$ cat config.mk
export PLATFORM = sky130hd
export DESIGN_NAME = if_fetch
export DESIGN_NICKNAME = d
export VERILOG_FILES = /design/src/rtl/if_fetch.sv
export SDC_FILE = /design/constraint.sdc
export NUM_CORES = 1
export LEC_CHECK = 0
export BUFFER_PORTS_ARGS = -buffer_cell sky130_fd_sc_hd__buf_2
export CORE_ASPECT_RATIO = 1.2
export CORE_UTILIZATION = 55
export CTS_CLUSTER_DIAMETER = 100
export DETAILED_ROUTE_END_ITERATION = 8
export GPL_ROUTABILITY_DRIVEN = 0
export PLACE_DENSITY_LB_ADDON = 0.1
export SLEW_MARGIN = 10
export SYNTH_ARGS = -nofsm -noshare
export SYNTH_HDL_FRONTEND = slang
export SYNTH_SLANG_ARGS = --single-unit
$ cat constraint.sdc
create_clock -name clk -period 2.6 [get_ports clk]
set_clock_uncertainty 0.05 [all_clocks]
set_input_delay 0.39 -clock clk [delete_from_list [all_inputs] [get_ports clk]]
set_output_delay 0.39 -clock clk [all_outputs]
set_load 0.01 [all_outputs]
$ cat src/rtl/if_fetch.sv
// Byte-serial instruction fetch stage: assembles a 32-bit little-endian word
// from four single-byte memory reads and presents it to the IF/ID register.
module if_fetch (
    input  logic        clk,
    input  logic        rst,
    input  logic [5:0]  stall,
    input  logic        branch_flag_i,
    input  logic [31:0] branch_target_i,
    output logic        mem_req_o,
    output logic [31:0] mem_addr_o,
    input  logic        mem_rdy_i,
    input  logic [7:0]  mem_rdata_i,
    output logic [31:0] pc_o,
    output logic [31:0] inst_o,
    output logic        stallreq_o
);

    localparam logic [1:0] IDLE  = 2'd0;
    localparam logic [1:0] FETCH = 2'd1;
    localparam logic [1:0] DONE  = 2'd2;

    logic [1:0]  state;
    logic [1:0]  k;
    logic [31:0] pc;
    logic [31:0] fetch_buf;

    logic [1:0]  k_next;
    logic [31:0] branch_pc;

    assign k_next    = k + 2'd1;
    assign branch_pc = {branch_target_i[31:2], 2'b00};

    // NOTE: all state uses non-blocking assignments so every register samples
    // pre-edge values, independent of statement order within this block.
    always_ff @(posedge clk) begin
        if (rst) begin
            state      <= IDLE;
            k          <= 2'd0;
            pc         <= 32'd0;
            fetch_buf  <= 32'd0;
            inst_o     <= 32'd0;
            pc_o       <= 32'd0;
            mem_req_o  <= 1'b0;
            mem_addr_o <= 32'd0;
            stallreq_o <= 1'b0;
        end else if (branch_flag_i) begin
            // A redirect wins in every state, including over a completing byte.
            state      <= FETCH;
            k          <= 2'd0;
            pc         <= branch_pc;
            fetch_buf  <= 32'd0;
            inst_o     <= 32'd0;
            pc_o       <= 32'd0;
            mem_req_o  <= 1'b1;
            mem_addr_o <= branch_pc;
            stallreq_o <= 1'b1;
        end else begin
            case (state)
                IDLE: begin
                    state      <= FETCH;
                    k          <= 2'd0;
                    mem_req_o  <= 1'b1;
                    mem_addr_o <= pc;
                    stallreq_o <= 1'b1;
                end
                FETCH: begin
                    if (mem_rdy_i) begin
                        fetch_buf[{k, 3'b000} +: 8] <= mem_rdata_i;
                        k <= k_next;
                        if (k == 2'd3) begin
                            inst_o     <= {mem_rdata_i, fetch_buf[23:0]};
                            pc_o       <= pc;
                            mem_req_o  <= 1'b0;
                            stallreq_o <= 1'b0;
                            state      <= DONE;
                        end else begin
                            mem_addr_o <= pc + {30'd0, k_next};
                        end
                    end
                end
                DONE: begin
                    if (!stall[0]) begin
                        pc         <= pc + 32'd4;
                        state      <= FETCH;
                        k          <= 2'd0;
                        mem_req_o  <= 1'b1;
                        mem_addr_o <= pc + 32'd4;
                        stallreq_o <= 1'b1;
                    end
                end
                default: begin
                    state <= IDLE;
                end
            endcase
        end
    end

endmodule

==> flow_summary_export.csv, run 1 <==
group,metric,value,unit
run_status,outcome,"finished, final reports clean",
die,ioPinCount,148,
detailed_routing,wl_per_cell,17.2,µm
logic_synthesis,ys_ff_latch,153,
final_layout,nets,1072,
clock_network,insertion_delay,0.43,ns
sta,finalHoldViolCount,0,
detailed_routing,ant_nets,0,
die,die_h,128,µm
final_layout,n_antenna_cell,0,
detailed_routing,via_count,7053,
logic_synthesis,syn_inst,892,
pwr,p_comb_share,10.2,%
sta,slew_headroom,58.7,%
critical_path,r2r_setup_slack,0.34,ns
final_layout,area_growth,20.6,%
flow_run,maxCapViolations,0,
placed_design,dp_hpwl,14300,µm
grt,antenna_found_initial,0,
die,core,12800,µm²
pwr,p_int,0.00407,W
critical_path,r2r_cells,8,
die,rows,45,
sta,worst_slack,0.345,ns
hold_path,whs_path_depth,3,
sta,fin_crit_sh,86.7,%
clock_network,cts-root-buf,"clkbuf_16",
clock_network,cts_resized,0,
pwr,cellPowerDensity,623,nW/µm²
sta,final_max_slew_viol_count,0,
final_layout,final_core_util,68.8,%
pwr,switching_share,26.0,%
hold_path,min_delay_worst_endpoint,"pc[14]",
grt,grt_first_pass_wirelength,33100,µm
pwr,power.switching,0.00143,W
final_layout,layout-drive-gt1-share,23.8,%
clock_network,clockBufferDepth,2,
logic_synthesis,synth_top_cell_by_area,"dfxtp_1",
critical_path,crit_path_start_kind,"flip-flop",
sta,finalSetupViolCount,0,
pwr,power.total,0.00550,W
clock_network,cts_tree,"done",
logic_synthesis,avgSynthCellArea,8.22,µm²
clock_network,cts_buffers,17,
logic_synthesis,synth.top_cell.area_share,41.8,%
critical_path,endpoint_kind,"flip-flop",
detailed_routing,drc,0,
logic_synthesis,syn_area,7330,µm²
critical_path,rr_endpoint,"mem_addr_o[22]",
logic_synthesis,async_flop_share,0,%
clock_network,cts_sinks,153,
pwr,peakVddDrop,0.449,mV
clock_network,postCtsHoldBufs,0,
critical_path,timing.rr.start,"state[0]",
logic_synthesis,yosys_most_used_dff,"dfxtp_1",
grt,grt-ovfl-total,0,
sta,fin_crit,2.26,ns
detailed_routing,viasPerCell,5.93,
final_layout,final_common_cell,"nand2_1",
pwr,p_leak,3.38,nW
sta,grt_setup_unrepaired,"false",
placed_design,place_ws,0.378,ns
final_layout,final_cell_mix,"168 x nand2_1, 153 x dfxtp_1, 138 x buf_2",
logic_synthesis,yosys_warnings,0,
grt,grt_use_total,30.8,%
sta,timing.setup.tns,0,ns
grt,grt_pass1_vias,6486,
logic_synthesis,synthTopCellsByArea,"dfxtp_1 42%, nand2_1 8.7%, a21oi_1 6.1%, nor2_1 2.9%, a22oi_1 2.9%",
clock_network,htreeDepth,4,
die,start_util,57.1,%
detailed_routing,drt_pass1_iterations,5,
clock_network,clk_pin_slew,0.07,ns
critical_path,crit_type,"flip-flop to flip-flop",
detailed_routing,drt_iter0_drc,519,
critical_path,critPathArrivalTime,2.51,ns
logic_synthesis,ys_types,73,
placed_design,port_buffers,138,
logic_synthesis,yosysSeqAreaShare,41.8,%
hold_path,hp-start,"branch_target_i[14]",
clock_network,postCtsSetupRepairBufs,0,
detailed_routing,wl,20400,µm
grt,grt_max_degree,59,
sta,fmax,443,MHz
critical_path,critPathMaxFanout,17,
hold_path,worst_hold_path_type,"input pin to flip-flop",
logic_synthesis,synth_edf_count,0,
pwr,power.share.sequential,45.8,%
pwr,clkPwrFrac,44.0,%
die,fp.dieW,107,µm
critical_path,worstPathRequired,2.86,ns
sta,worst_slew_pin_slew,0.619,ns
die,dieArea,13800,µm²
per-stage QoR:
| step | area, µm² | hold WS (ns) | cells |
|---|---|---|---|
| final | 8840 | 0.193 | 1189 |
| after floorplan | 7330 | 0.382 | 893 |
| after detailed placement | 8260 | 0.389 | 1157 |
| after global routing | 8840 | 0.182 | 1189 |
| after global placement | 8260 | 0.390 | 1157 |
| after CTS | 8840 | 0.177 | 1189 |
cells by family after synthesis:
kind of cell / synth area share (%)
AO/OA/AOI/OAI: 23.0
XOR/XNOR: 3.23
adder cells (fa/ha/maj): 1.71
buffers and inverters: 5.36
flip-flops: 41.8
multiplexers: 0.137
other: 0.0512
AND/OR/NAND/NOR: 24.7
worst max-delay path by stage:
stage / startpoint / end / slack [ns] / cells past startpoint
final: state[0] / mem_addr_o[22] / 0.34 / 8
after global placement: state[0] / mem_addr_o[22] / 0.43 / 8
after floorplan: state[0] / mem_addr_o[31] / 0.47 / 10
after global routing: state[0] / mem_addr_o[22] / 0.22 / 8
after CTS: state[0] / mem_addr_o[22] / 0.37 / 8
after detailed placement: state[0] / mem_addr_o[22] / 0.38 / 8
layout make-up:
cell class              count  area (µm²)
clock buffers              18         429
well taps                 164         205
multi-input cells         649        3890
fillers                  1100        4000
inverters                   9        33.8
flip-flops and latches    153        3060
repair buffers            182        1070
clock inverters            14         149
state kept, by name, summed over array words and instances (netlist names):
| register | cells |
|---|---|
| stallreq_o | 1 |
| pc | 30 |
| fetch_buf | 24 |
| mem_addr_o | 32 |
| inst_o | 32 |
| pc_o | 30 |
| k | 2 |
| state | 2 |
power groups by stage:
stage / Sequential [W] / Combinational (W) / Clock (W)
global placement: 0.00257 / 0.000549 / 0
detailed placement: 0.00257 / 0.000553 / 0
global route: 0.00253 / 0.000611 / 0.00256
CTS: 0.00252 / 0.000556 / 0.00246
floorplan: 0.00255 / 0.000358 / 0
finish: 0.00252 / 0.000559 / 0.00242
cells in the mapped netlist (3+ instances only):
cell      number
a21o_1         3
nand3_1       19
inv_1          8
nor4_2         6
buf_4          7
clkbuf_1      53
nand4_4        3
a211o_1        3
nor3_1        22
a32o_1         3
xnor2_1       21
o21ai_0       32
buf_2         19
nand2b_1       8
a22oi_1       28
nor4_4         3
nand3_2        3
a21oi_1       90
o311a_1        4
a221oi_1       6
o31a_1         3
a21boi_0       9
a31oi_1       10
nor2b_1        4
dfxtp_1      153
and2_1         4
and4_1         4
nand4_1       12
ha_1          10
or4_1          4
a21boi_1       3
o21a_1        16
nor4_1         8
xor2_1         6
o21ai_1        3
nand2_1      169
nor2_1        57
or3_1          9
and3_1         7
a211oi_1      11
a311oi_1       4
o311ai_0       5
critical path, stage by stage, from the launching register on:
cell and delay [ns]:
dfxtp_1 0.39, inv_1 0.08, ha_1 0.21, and2_0 0.27, a221oi_4 0.35, buf_4 0.29, nand2_1 0.14, a311oi_1 0.28
nor2_1 0.08
metal layers:
metal,wire [µm],vias up,track usage [%]
met5,0,-,0
li1,-,3424,-
met3,1290,45,7.29
met1,8500,3322,37.8
met2,10100,262,52.4
met4,496,0,11.9
(Power assumes the default switching activity.)
==> run 2: changes to the inputs <==
--- a/config.mk
+++ b/config.mk
@@ -11,7 +11,8 @@
 export CTS_CLUSTER_DIAMETER = 100
 export DETAILED_ROUTE_END_ITERATION = 8
 export GPL_ROUTABILITY_DRIVEN = 0
-export PLACE_DENSITY_LB_ADDON = 0.1
+export PLACE_DENSITY = 0.8
+export REMOVE_ABC_BUFFERS = 1
 export SLEW_MARGIN = 10
 export SYNTH_ARGS = -nofsm -noshare
 export SYNTH_HDL_FRONTEND = slang
==> run 2 against run 1 <==
  * Power fell by 4.4%
  * Maximum frequency fell by 7.3%
  * Die area did not move
  * Largest cell class unchanged
  * Sequential share of layout area rose by 0.65 points
  * Highest routed layer unchanged
  * Critical endpoint unchanged
  * Cell count fell by 1.2%
  * Non-clock buffer count fell by 13
==> flow_summary_export.csv, run 2 (synthesis results as in run 1) <==
group,metric,value,unit
grt,busiest_layer,"met2",
grt,met2_usage,48.9,%
grt,grt_max_degree,76,
detailed_routing,drc,0,
grt,grt_use_met1,36.3,%
critical_path,endpoint_kind,"flip-flop",
clock_network,cts_tree,"done",
sta,worst_hold_slack,0.177,ns
clock_network,insertion_delay,0.42,ns
final_layout,largestRegisters,"inst_o x32, mem_addr_o x32",
clock_network,htreeDepth,4,
sta,worst_slack,0.167,ns
detailed_routing,ant_nets,0,
final_layout,final_common_cell,"nand2_1",
flow_run,maxCapViolations,0,
sta,fin_crit,2.43,ns
clock_network,cts_sinks,153,
final_layout,n_antenna_cell,0,
sta,fin_crit_sh,93.6,%
critical_path,critPathLaunch,"state[0]",
pwr,peakVddDrop,0.445,mV
detailed_routing,wl_per_cell,16.9,µm
die,core,12800,µm²
detailed_routing,viasPerCell,5.93,
critical_path,crit_end,"mem_addr_o[22]",
final_layout,final_core_util,67.6,%
grt,antenna_found_initial,0,
placed_design,dp.cells,1144,
placed_design,place_ws,0.137,ns
grt,grt_pass1_vias,6404,
detailed_routing,via_count,6969,
clock_network,postCtsHoldBufs,0,
placed_design,dp_hpwl,13600,µm
die,die_h,128,µm
sta,finalSetupViolCount,0,
pwr,cellPowerDensity,606,nW/µm²
detailed_routing,drt_iter0_drc,706,
critical_path,critPathMaxFanout,17,
placed_design,port_buffers,138,
critical_path,worstPathRequired,2.86,ns
sta,finalHoldViolCount,0,
grt,grt_use_total,29.2,%
die,ioPinCount,148,
sta,worst_slew_pin_slew,0.735,ns
clock_network,clockBufferDepth,2,
final_layout,multi_input_area,3890,µm²
sta,final_max_slew_viol_count,0,
die,start_util,57.1,%
clock_network,clk_pin_slew,0.06,ns
die,rows,45,
clock_network,cts_buffers,17,
pwr,p_leak,3.27,nW
clock_network,cts-root-buf,"clkbuf_16",
final_layout,nFillCells,1080,
detailed_routing,drt_pass1_iterations,6,
critical_path,timing.rr.start,"state[0]",
critical_path,r2r_cells,8,
final_layout,area_growth,18.3,%
sta,grt_setup_unrepaired,"false",
die,dieArea,13800,µm²
grt,grt_first_pass_wirelength,31900,µm
final_layout,final_cell_mix,"168 x nand2_1, 153 x dfxtp_1, 138 x buf_2",
grt,grt_util_met3,5.07,%
critical_path,crit_type,"flip-flop to flip-flop",
hold_path,worst_hold_path_type,"input pin to flip-flop",
critical_path,crit_path_start_kind,"flip-flop",
critical_path,r2r_setup_slack,0.17,ns
final_layout,nets,1059,
detailed_routing,wl,19800,µm
sta,fmax,411,MHz
critical_path,critPathArrivalTime,2.69,ns
final_layout,instances_no_fill,1175,
run_status,outcome,"finished, final reports clean",
sta,slew_headroom,51.0,%
final_layout,layout-drive-gt1-share,22.7,%
critical_path,rr_endpoint,"mem_addr_o[22]",
die,fp.dieW,107,µm
final_layout,ff_latch_area,3060,µm²
grt,grt-ovfl-total,0,
run 2: cell count changes in the layout (fill, tap and decap cells not counted), sizes merged:
cell	change
buf	-13
bufinv	-2
inv	-1
clkbuf	+2
clkinvlp	+3
clkinv	-3
run 2: worst max-delay path: stages, from the launching register on:
cell and delay [ns]:
dfxtp_1 0.40, inv_1 0.09, ha_1 0.33, and2_0 0.29, a221oi_4 0.35, buf_4 0.28, nand2_1 0.19, a311oi_1 0.26
nor2_1 0.09
run 2: how the worst min path moves through the flow:
stage / to / slack, ns / cells past startpoint / start
after detailed placement: mem_addr_o[2] / 0.39 / 2 / mem_addr_o[2]
after CTS: pc[14] / 0.16 / 3 / branch_target_i[14]
final: pc[14] / 0.18 / 3 / branch_target_i[14]
after global placement: inst_o[13] / 0.39 / 2 / fetch_buf[13]
after floorplan: inst_o[0] / 0.38 / 2 / fetch_buf[0]
after global routing: pc[14] / 0.18 / 3 / branch_target_i[14]
run 2: power breakdown:
part | leakage, nW | switching, W | total (W) | internal [W]
Sequential | 1.25 | 0.0000987 | 0.00253 | 0.00243
Combinational | 1.79 | 0.000318 | 0.000539 | 0.000220
Clock | 0.236 | 0.000963 | 0.00220 | 0.00123
run 2: cell type report:
| class | instances | area share, % |
|---|---|---|
| multi-input cells | 649 | 44.8 |
| inverters | 9 | 0.389 |
| repair buffers | 169 | 11.1 |
| clock inverters | 11 | 0.880 |
| flip-flops and latches | 153 | 35.3 |
| well taps | 164 | 2.37 |
| clock buffers | 20 | 5.15 |
run 2: metrics by stage:
| step | TNS, ns | total power, W | area, µm² |
|---|---|---|---|
| after floorplan | -55.38 | 0.00285 | 6980 |
| after global placement | 0 | 0.00309 | 8150 |
| after detailed placement | 0 | 0.00310 | 8150 |
| after CTS | 0 | 0.00528 | 8670 |
| after global routing | 0 | 0.00544 | 8680 |
| final | 0 | 0.00526 | 8680 |
run 2: routing by layer:
layer  share of wire (%)  up-vias
met5                   0        -
met4                 2.7        0
met3                 6.7       49
met2                  49      295
met1                  42     3236
li1                    -     3389
run 2: timing repair:
action	in CTS	in global routing
buffers inserted	0	0
resized for setup	0	1
setup endpoints to repair	0	3
==> run 3: changes to the inputs <==
--- a/config.mk
+++ b/config.mk
@@ -7,12 +7,11 @@
 export LEC_CHECK = 0
 export BUFFER_PORTS_ARGS = -buffer_cell sky130_fd_sc_hd__buf_2
 export CORE_ASPECT_RATIO = 1.2
-export CORE_UTILIZATION = 55
+export CORE_UTILIZATION = 50
 export CTS_CLUSTER_DIAMETER = 100
 export DETAILED_ROUTE_END_ITERATION = 8
 export GPL_ROUTABILITY_DRIVEN = 0
-export PLACE_DENSITY = 0.8
-export REMOVE_ABC_BUFFERS = 1
+export PLACE_DENSITY = 0.77
 export SLEW_MARGIN = 10
 export SYNTH_ARGS = -nofsm -noshare
 export SYNTH_HDL_FRONTEND = slang
==> constraint.sdc (replaced) <==
create_clock -name clk -period 2.03 [get_ports clk]
set_clock_uncertainty 0.05 [all_clocks]
set_input_delay 0.3045 -clock clk [delete_from_list [all_inputs] [get_ports clk]]
set_output_delay 0.3045 -clock clk [all_outputs]
set_load 0.01 [all_outputs]
==> run 3 against run 2 <==
  * Global-route usage fell by 0.97 points
  * Setup slack got worse by 0.16 ns
  * Utilization fell by 2.2 points
  * Maximum frequency rose by 20%
  * Worst hold slack got worse by 0.078 ns
  * Final area rose by 8.1%
  * Register-to-register slack got worse by 0.16 ns
  * Combinational power rose by 55%
  * Clock power rose by 47%
  * Routed wire length rose by 7.0%
  * Die area rose by 9.8%
  * Highest routed layer unchanged
==> flow_summary_export.csv, run 3 (synthesis results as in run 1) <==
group,metric,value,unit
run_status,outcome,"finished, final reports clean",
clock_network,clk_pin_slew,0.07,ns
sta,fin_crit_sh,99.6,%
pwr,cellPowerDensity,775,nW/µm²
clock_network,insertion_delay,0.44,ns
final_layout,final_common_cell,"nand2_1",
critical_path,crit_end,"pc[26]",
grt,grt_pass1_vias,6780,
hold_path,worst_hold_path_type,"input pin to flip-flop",
clock_network,cts_tree,"done",
die,die_h,135,µm
sta,finalSetupViolCount,0,
sta,final_max_slew_viol_count,0,
clock_network,cts_sinks,153,
critical_path,worstPathRequired,2.34,ns
critical_path,r2r_setup_slack,0.008,ns
detailed_routing,wl,21200,µm
clock_network,clockBufferDepth,2,
sta,grt_setup_unrepaired,"true",
pwr,p_leak,3.70,nW
placed_design,port_buffers,138,
clock_network,postCtsHoldBufs,0,
die,start_util,51.1,%
clock_network,cts_buffers,17,
critical_path,critPathLaunch,"pc[3]",
critical_path,critPathArrivalTime,2.33,ns
sta,fin_crit,2.02,ns
detailed_routing,drt_pass1_iterations,5,
final_layout,instances_no_fill,1248,
sta,fmax,495,MHz
critical_path,crit_type,"flip-flop to flip-flop",
grt,antenna_found_initial,3,
final_layout,layout-drive-gt1-share,28.9,%
flow_run,maxCapViolations,0,
detailed_routing,ant_nets,0,
final_layout,nets,1118,
critical_path,crit_path_start_kind,"flip-flop",
placed_design,place_ws,-0.0246,ns
detailed_routing,via_count,7244,
placed_design,dp.cells,1214,
critical_path,critPathMaxFanout,7,
detailed_routing,drc,0,
die,dieArea,15200,µm²
pwr,peakVddDrop,0.613,mV
final_layout,area_growth,27.9,%
sta,finalHoldViolCount,0,
sta,worst_slack,0.00790,ns
critical_path,rr_endpoint,"pc[26]",
clock_network,cts-root-buf,"clkbuf_16",
pwr,power.total,0.00727,W
clock_network,htreeDepth,4,
detailed_routing,wl_per_cell,17.0,µm
grt,grt_use_total,28.2,%
critical_path,endpoint_kind,"flip-flop",
hold_path,whs_path_depth,3,
die,rows,48,
die,core,14400,µm²
grt,grt_max_degree,92,
final_layout,final_cell_mix,"167 x nand2_1, 149 x dfxtp_1, 138 x buf_2",
grt,grt-ovfl-total,0,
detailed_routing,viasPerCell,5.80,
sta,timing.setup.tns,0,ns
clock_network,postCtsSetupRepairBufs,0,
final_layout,largestRegisters,"inst_o x32, mem_addr_o x32",
critical_path,r2r_cells,8,
die,ioPinCount,148,
detailed_routing,drt_iter0_drc,527,
grt,grt_first_pass_wirelength,33800,µm
placed_design,dp_hpwl,14600,µm
die,fp.dieW,113,µm
critical_path,timing.rr.start,"pc[3]",
## run 3: stage by stage
| step | util, % | hold WS, ns | cell area [µm²] |
|---|---|---|---|
| 2_1_floorplan | - | 0.382 | 7340 |
| 3_3_place_gp | 60.4 | 0.377 | 8670 |
| 3_5_place_dp | 60.4 | 0.388 | 8670 |
| 4_1_cts | 64.8 | 0.0820 | 9300 |
| 5_1_grt | 65.3 | 0.0956 | 9380 |
| 6_report | 65.3 | 0.0986 | 9380 |
## run 3: how the worst min path moves through the flow
stage	startpoint	endpoint
after global placement	mem_addr_o[14]	mem_addr_o[14]
after CTS	branch_target_i[14]	pc[14]
final	branch_target_i[14]	pc[14]
after floorplan	fetch_buf[0]	inst_o[0]
after global routing	branch_target_i[14]	pc[14]
after detailed placement	mem_addr_o[23]	mem_addr_o[23]
## run 3: layout make-up
| type | instances | area (µm²) |
|---|---|---|
| Antenna cell | 2 | 5.00 |
| Timing Repair Buffer | 228 | 1470 |
| Inverter | 9 | 33.8 |
| Clock inverter | 14 | 168 |
| Fill cell | 1186 | 4970 |
| Sequential cell | 153 | 3070 |
| Clock buffer | 18 | 439 |
| Tap cell | 175 | 219 |
| Multi-Input combinational cell | 649 | 3970 |
## run 3: power by group
group	leakage, nW	total (W)	switching [W]	internal, W
clock network	0.296	0.00323	0.00144	0.00179
registers	1.25	0.00320	0.0000908	0.00311
logic	2.16	0.000833	0.000475	0.000358
## run 3: per-layer routing
layer | wire [µm] | up-vias | GRT usage (%)
met2 | 10600 | 278 | 48.2
met4 | 518 | 0 | 11.3
li1 | - | 3504 | -
met1 | 8660 | 3411 | 33.8
met3 | 1380 | 51 | 7.45
met5 | 0 | - | 0
## run 3: critical path, cell delays in order (launching register included)
cell and delay (ns):
dfxtp_1 0.37, ha_2 0.23, and3_4 0.21, buf_4 0.12, nand2_2 0.13, buf_4 0.21, nor4_4 0.28, xnor2_2 0.12
a211oi_2 0.22
## run 3: what timing repair did
item                                    in CTS  in global routing
pin swaps                                    1                  5
endpoints found under the setup margin       5                 20
cloned                                       0                  0
resized for setup                            6                 17
endpoints found under the hold margin        0                  0
